--- src/rtl/traffic_light_ctrl_if.sv ---
// Signal bundle between the intersection controller and its environment:
// the 1 Hz tick and pedestrian button in, lamp/walk/countdown status out.
interface traffic_light_ctrl_if #(
    parameter int CNT_W = 6
);
    logic             tick;
    logic             ped_req;
    logic [2:0]       ns_light;
    logic [2:0]       ew_light;
    logic             ped_walk;
    logic             ped_pending;
    logic [CNT_W-1:0] remaining;
    logic [2:0]       phase;

    modport master (
        output tick,
        output ped_req,
        input  ns_light,
        input  ew_light,
        input  ped_walk,
        input  ped_pending,
        input  remaining,
        input  phase
    );

    modport slave (
        input  tick,
        input  ped_req,
        output ns_light,
        output ew_light,
        output ped_walk,
        output ped_pending,
        output remaining,
        output phase
    );
endinterface

--- src/rtl/traffic_light_ctrl.sv ---
// Two-road intersection sequencer: steps lamp phases on the 1 Hz tick, with an
// all-red pedestrian walk phase inserted at the next all-red exit after a request.
module traffic_light_ctrl #(
    parameter int GREEN_S  = 25,
    parameter int YELLOW_S = 3,
    parameter int ALLRED_S = 2,
    parameter int PED_S    = 10,
    parameter int CNT_W    = 6
) (
    input  logic                  clk,
    input  logic                  rst,
    traffic_light_ctrl_if.slave   bus
);

    typedef enum logic [2:0] {
        ALLRED_A  = 3'd0,
        NS_GREEN  = 3'd1,
        NS_YELLOW = 3'd2,
        ALLRED_B  = 3'd3,
        EW_GREEN  = 3'd4,
        EW_YELLOW = 3'd5,
        PED_WALK  = 3'd6
    } state_t;

    localparam logic [CNT_W-1:0] GREEN_LEN  = CNT_W'(GREEN_S);
    localparam logic [CNT_W-1:0] YELLOW_LEN = CNT_W'(YELLOW_S);
    localparam logic [CNT_W-1:0] ALLRED_LEN = CNT_W'(ALLRED_S);
    localparam logic [CNT_W-1:0] PED_LEN    = CNT_W'(PED_S);
    localparam logic [CNT_W-1:0] ONE        = CNT_W'(1);

    localparam logic [2:0] LAMP_RED = 3'b100;
    localparam logic [2:0] LAMP_YEL = 3'b010;
    localparam logic [2:0] LAMP_GRN = 3'b001;

    state_t           state;
    state_t           state_nxt;
    logic [CNT_W-1:0] remaining;
    logic [CNT_W-1:0] remaining_nxt;
    logic             ret_ew;
    logic             ret_ew_nxt;
    logic             pending;
    logic             pending_nxt;
    logic [2:0]       ns_lamp;
    logic [2:0]       ew_lamp;
    logic             walk;

    function automatic logic [CNT_W-1:0] phase_len(input state_t s);
        case (s)
            NS_GREEN, EW_GREEN:   phase_len = GREEN_LEN;
            NS_YELLOW, EW_YELLOW: phase_len = YELLOW_LEN;
            PED_WALK:             phase_len = PED_LEN;
            default:              phase_len = ALLRED_LEN;
        endcase
    endfunction

    function automatic logic [2:0] ns_lamp_of(input state_t s);
        case (s)
            NS_GREEN:  ns_lamp_of = LAMP_GRN;
            NS_YELLOW: ns_lamp_of = LAMP_YEL;
            default:   ns_lamp_of = LAMP_RED;
        endcase
    endfunction

    function automatic logic [2:0] ew_lamp_of(input state_t s);
        case (s)
            EW_GREEN:  ew_lamp_of = LAMP_GRN;
            EW_YELLOW: ew_lamp_of = LAMP_YEL;
            default:   ew_lamp_of = LAMP_RED;
        endcase
    endfunction

    always_comb begin
        state_nxt     = state;
        remaining_nxt = remaining;
        ret_ew_nxt    = ret_ew;
        pending_nxt   = pending | (bus.ped_req && (state != PED_WALK));

        if (bus.tick) begin
            if (remaining == ONE) begin
                case (state)
                    ALLRED_A: begin
                        if (pending) begin
                            state_nxt  = PED_WALK;
                            ret_ew_nxt = 1'b0;
                        end else begin
                            state_nxt  = NS_GREEN;
                        end
                    end
                    NS_GREEN:  state_nxt = NS_YELLOW;
                    NS_YELLOW: state_nxt = ALLRED_B;
                    ALLRED_B: begin
                        if (pending) begin
                            state_nxt  = PED_WALK;
                            ret_ew_nxt = 1'b1;
                        end else begin
                            state_nxt  = EW_GREEN;
                        end
                    end
                    EW_GREEN:  state_nxt = EW_YELLOW;
                    EW_YELLOW: state_nxt = ALLRED_A;
                    PED_WALK:  state_nxt = ret_ew ? EW_GREEN : NS_GREEN;
                    default:   state_nxt = ALLRED_A;
                endcase
                remaining_nxt = phase_len(state_nxt);
            end else begin
                remaining_nxt = remaining - ONE;
            end
        end

        // Entering the walk serves the request; this beats a same-cycle press.
        if ((state_nxt == PED_WALK) && (state != PED_WALK)) begin
            pending_nxt = 1'b0;
        end
    end

    always_ff @(posedge clk) begin
        if (rst) begin
            state     <= ALLRED_A;
            remaining <= ALLRED_LEN;
            ret_ew    <= 1'b0;
            pending   <= 1'b0;
            ns_lamp   <= LAMP_RED;
            ew_lamp   <= LAMP_RED;
            walk      <= 1'b0;
        end else begin
            state     <= state_nxt;
            remaining <= remaining_nxt;
            ret_ew    <= ret_ew_nxt;
            pending   <= pending_nxt;
            ns_lamp   <= ns_lamp_of(state_nxt);
            ew_lamp   <= ew_lamp_of(state_nxt);
            walk      <= (state_nxt == PED_WALK);
        end
    end

    assign bus.ns_light    = ns_lamp;
    assign bus.ew_light    = ew_lamp;
    assign bus.ped_walk    = walk;
    assign bus.ped_pending = pending;
    assign bus.remaining   = remaining;
    assign bus.phase       = state;

endmodule

--- src/flat_wrapper.sv ---
// flat-port wrapper written by rule: the top's interface ports become plain ports
module traffic_light_ctrl_flat 
#(
    parameter int GREEN_S  = 25,
    parameter int YELLOW_S = 3,
    parameter int ALLRED_S = 2,
    parameter int PED_S    = 10,
    parameter int CNT_W    = 6
)
  (clk, rst, bus_tick, bus_ped_req, bus_ns_light, bus_ew_light, bus_ped_walk, bus_ped_pending, bus_remaining, bus_phase);
  traffic_light_ctrl_if #(.CNT_W(CNT_W)) bus_i ();
  input  logic clk;
  input  logic rst;
  input wire logic [$bits(bus_i.tick)-1:0] bus_tick;
  input wire logic [$bits(bus_i.ped_req)-1:0] bus_ped_req;
  output wire logic [$bits(bus_i.ns_light)-1:0] bus_ns_light;
  output wire logic [$bits(bus_i.ew_light)-1:0] bus_ew_light;
  output wire logic [$bits(bus_i.ped_walk)-1:0] bus_ped_walk;
  output wire logic [$bits(bus_i.ped_pending)-1:0] bus_ped_pending;
  output wire logic [$bits(bus_i.remaining)-1:0] bus_remaining;
  output wire logic [$bits(bus_i.phase)-1:0] bus_phase;
  assign bus_i.tick = bus_tick;
  assign bus_i.ped_req = bus_ped_req;
  assign bus_ns_light = bus_i.ns_light;
  assign bus_ew_light = bus_i.ew_light;
  assign bus_ped_walk = bus_i.ped_walk;
  assign bus_ped_pending = bus_i.ped_pending;
  assign bus_remaining = bus_i.remaining;
  assign bus_phase = bus_i.phase;
  traffic_light_ctrl #(.GREEN_S(GREEN_S), .YELLOW_S(YELLOW_S), .ALLRED_S(ALLRED_S), .PED_S(PED_S), .CNT_W(CNT_W)) u_core (.clk(clk), .rst(rst), .bus(bus_i));
endmodule
--- config.mk ---
export PLATFORM = sky130hd
export DESIGN_NAME = traffic_light_ctrl_flat
export DESIGN_NICKNAME = d
export VERILOG_FILES = /design/src/rtl/traffic_light_ctrl_if.sv /design/src/rtl/traffic_light_ctrl.sv /design/src/flat_wrapper.sv
export SDC_FILE = /design/constraint.sdc
export NUM_CORES = 1
export LEC_CHECK = 0
export CAP_MARGIN = 20
export CORE_MARGIN = 1.5
export CORE_UTILIZATION = 44
export CTS_CLUSTER_DIAMETER = 30
export DETAILED_ROUTE_END_ITERATION = 16
export PLACE_DENSITY = 0.69
export SYNTH_ARGS = -nofsm -noshare
export SYNTH_HDL_FRONTEND = slang
export SYNTH_SLANG_ARGS = --single-unit
--- constraint.sdc ---
create_clock -name clk -period 2.2 [get_ports clk]
set_clock_uncertainty 0.1 [all_clocks]
set_input_delay 0.33 -clock clk [delete_from_list [all_inputs] [get_ports clk]]
set_output_delay 0.33 -clock clk [all_outputs]
set_load 0.02 [all_outputs]
==> results.txt <==
The run finished with clean final reports. The netlist uses 49 different library cells. The buffering stage count on the worst path with inverters included was 1; the total setup violations reported at the end of the flow was 0.

The startpoint of the most critical hold path is u_core.bus.remaining[5]. Setup repair after global routing left no endpoint under its margin. In this run the worst setup path begins at u_core.bus.phase[2]. Wires add up to 2.535 mm. For the number of DRC violations after detailed routing, the log shows 0. After clock tree synthesis, the clock-pin slew on the worst setup and hold paths is 100 ps. The instance count on the critical path was 1; the number of cell instances on the worst register-to-register path was 6.

In the synthesized netlist the async set-or-reset flop fraction comes to 0%. The die boundary height was 52.83 um; the number of antenna violations at the first check in global routing was 0. The first global-routing pass estimated 4.443 mm of wire. The commonest cells after synthesis are sky130_fd_sc_hd__dfxtp_1 (18), sky130_fd_sc_hd__nand2_1 (11), sky130_fd_sc_hd__a21oi_1 (9), sky130_fd_sc_hd__nor2_1 (7).

The tightest min-delay check is of the reg2reg type. Entering global routing, the biggest net connects 16 pins. The logs give 4 for the count of TritonRoute iterations in the first routing pass and 0 for the number of hold-slack violations in the final timing report. The repair_antennas step left the layout with diodes totalling 0. The deepest clock path buffer count is 2.

Ranked by total cell area, the synthesized netlist is headed by sky130_fd_sc_hd__dfxtp_1 (33%), sky130_fd_sc_hd__a21oi_1 (4.1%), sky130_fd_sc_hd__nand2_1 (3.8%). The transition time of the tightest slew-check pin was 464.9 ps; the count of flip-flops with a built-in enable after synthesis was 0. The worst setup path is captured at a primary output.

Based on the critical path, the design can be clocked at up to 490.1 MHz. The mean number of vias per cell works out to 5.953. The most common cell in the synthesized netlist was sky130_fd_sc_hd__dfxtp_1. The number of nets handed over by synthesis was 131. The start-to-end type of the worst setup path was reg2out.

The layout has 196 filler cells. The post-placement cell count was 169. For the required time at the endpoint of the critical path, the log shows 1770 ps. The worst IR drop on VDD came out at 0.0004366 V.

Gate family responsible for the most delay along the worst path: buffers and inverters. The tools report the max-capacitance violation count as 0. For the worst setup path, the data arrival time is 1610 ps. The startpoint identified for the worst register-to-register timing path is u_core.bus.remaining[0]. Before CTS, the worst setup slack after placement is 176.8 ps. The die width works out to 52.83 um. Of the post-synthesis cell area, the dominant cell type holds 32.99%. After detailed routing, the wire length on met1 is 1.194 mm. Relative to the synthesized area, the layout overhead comes to 22.80%. In this design, the stage delay of the slowest critical-path cell is 690 ps. Post-CTS repair changed the size of 0 cells. The count of cells in the finished layout, fillers not included, comes to 172.

The initial utilization of the core area, before any placement, comes to 47.99%. Dividing the final minimum period by the clock period gives 92.74%. Summing over every cut layer, the via total after detailed routing is 1,024. The count of antenna-violating nets left after detailed routing is 0, and the worst max-slew margin expressed relative to the limit is 68.96%.

Global route total overflow: 0. Top flip-flop cell by instance count after synthesis: sky130_fd_sc_hd__dfxtp_1. Clock tree synthesis inserted a total of 3 buffers. Summing the sequential cell areas from Yosys gives 32.99% of the chip area. The final max-slew violation count came out at 0. Routed signal wires occupy layers up through met4. In the final routed layout, each cell accounts on average for 14.74 um. The clock net sink count was 18; the number of hold buffers added after CTS was 0.

The run gives 0.4908 nW as the leakage power figure. H-tree depth: 1. The final layout contains 152 nets.

TritonCTS built the clock tree. The tools report the number of global-route vias before repair as 965. The count of state elements after synthesis was 18.

Setup slack closes at 159.7 ps. Clock latency on the worst-skew pair, taken at its later pin, is 290 ps. Summing every instance area after synthesis gives 1092 um^2. On the critical path, the stage with the largest delay is an instance of sky130_fd_sc_hd__clkdlybuf4s50_1. The DRC marker count from the first detailed-route iteration came out at 26. STA classifies the critical path startpoint as a flop. The final RePlAce weighted congestion is 0.8507. The biggest fanout along the worst timing path is 14. The routed design uses 138 um of met3 wire. During placement, the flow inserted port buffers numbering 20. The power density of the placed cells came out at 501.7 nW/um^2. Area inside the core boundary: 2276 um^2. For the number of primary I/O pins, the log shows 21. The biggest area contributor in the post-synthesis netlist is sky130_fd_sc_hd__dfxtp_1.

The signal on the critical path passes through clkdlybuf4s50_1. The post-CTS setup buffer count is 0, and the total negative slack for setup checks is 0 ps. The number of cells on the worst hold path works out to 2.

Detailed routing placed a total of 1.186 mm of wire on met2. The overall track demand over capacity in global routing came out at 21.67%. The time the final worst path needs with I/O delays and setup was 2040 ps.

The root buffer cell chosen for the clock tree is sky130_fd_sc_hd__clkbuf_4. Of the cells placed in the final design, the portion with a size suffix greater than 1 is 15.97%. After floorplanning, the core was divided into 17 placement rows. The Yosys step of the flow raised 0 warnings.

The mean area per synthesized cell was 8.738 um^2; the placed wire-length estimate was 1.872 mm. In the synthesized netlist, the number of instances is 125. The overall die area came out at 2790 um^2.
-- flip-flops by register name, indices dropped and copies added (netlist names) --
name,flops
u_core.bus.remaining,6
u_core.bus.ew_light,3
u_core.bus.ns_light,3
u_core.bus.phase,3
u_core.bus.ped_pending,1
u_core.bus.ped_walk,1
u_core.ret_ew,1
-- layer usage --
metal	vias up	track usage (%)
li1	502	-
met1	485	28.03
met2	35	34.58
met3	2	6.571
met4	0	5.983
met5	-	0
-- per-stage QoR --
step / power (W) / utilization (%) / instance area (um^2) / hold slack (ps)
floorplan: 0.0004665 / - / 1092 / 306.8
global placement: 0.0005154 / 57.94 / 1319 / 395.8
detailed placement: 0.0005194 / 57.94 / 1319 / 410.2
CTS: 0.0006805 / 58.93 / 1341 / 425.3
global route: 0.0007097 / 58.93 / 1341 / 472.3
finish: 0.0006729 / 58.93 / 1341 / 422.8
-- worst min-delay path, delay by kind of cell (launching register included) --
| family | cells | cell delay (ps) |
|---|---|---|
| flops | 1 | 360 |
| simple gates | 1 | 70 |
| compound gates | 1 | 60 |
-- worst paths after layout --
check / end / slack (ps)
setup reg to reg: u_core.bus.ns_light[1] / 180
setup / recovery: bus_phase[2] / 160
hold / removal: u_core.bus.remaining[5] / 420
hold reg to reg: u_core.bus.remaining[5] / 420
-- layout make-up --
class,count,area (um^2),area share [%]
flip-flops and latches,18,360.3,26.87
multi-input cells,92,663.1,49.44
well taps,28,35.03,2.612
inverters,6,22.52,1.679
repair buffers,25,237.7,17.72
clock buffers,3,22.52,1.679
-- report_power, final --
part	leakage, nW	internal (W)	total [W]	switching, W
Sequential	0.146	0.000339	0.000362	0.0000228
Combinational	0.331	0.0000719	0.000151	0.0000789
Clock	0.0138	0.0000637	0.000160	0.0000967
-- cells by family after synthesis --
group,count (synthesis),synth area share (%)
AOI/OAI and AO/OA,41,28.75
xor gates and xnor gates,2,1.604
adders and majority gates,3,3.207
buffers and inverters,15,6.300
DFF,18,32.99
muxes,1,1.031
and+or+nand+nor,45,26.12
-- cell usage in the layout (no fill, tap or decap), types with 2 or more instances in the layout --
master                            instances
sky130_fd_sc_hd__buf_4                    5
sky130_fd_sc_hd__a21oi_1                  9
sky130_fd_sc_hd__a31oi_1                  4
sky130_fd_sc_hd__nor3_1                   3
sky130_fd_sc_hd__and3b_1                  2
sky130_fd_sc_hd__nor3_2                   2
sky130_fd_sc_hd__o211ai_1                 2
sky130_fd_sc_hd__nor2b_1                  3
sky130_fd_sc_hd__clkdlybuf4s50_1         20
sky130_fd_sc_hd__ha_1                     2
sky130_fd_sc_hd__nor2_1                   7
sky130_fd_sc_hd__inv_1                    6
sky130_fd_sc_hd__nand3_1                  2
sky130_fd_sc_hd__a211oi_2                 2
sky130_fd_sc_hd__dfxtp_1                 18
sky130_fd_sc_hd__or2_2                    3
sky130_fd_sc_hd__clkbuf_4                 3
sky130_fd_sc_hd__o211a_1                  2
sky130_fd_sc_hd__a211oi_1                 3
sky130_fd_sc_hd__xnor2_1                  2
sky130_fd_sc_hd__nand2_1                 11
sky130_fd_sc_hd__o21ai_0                  6
Note: power is estimated with default switching activity, not from simulation.
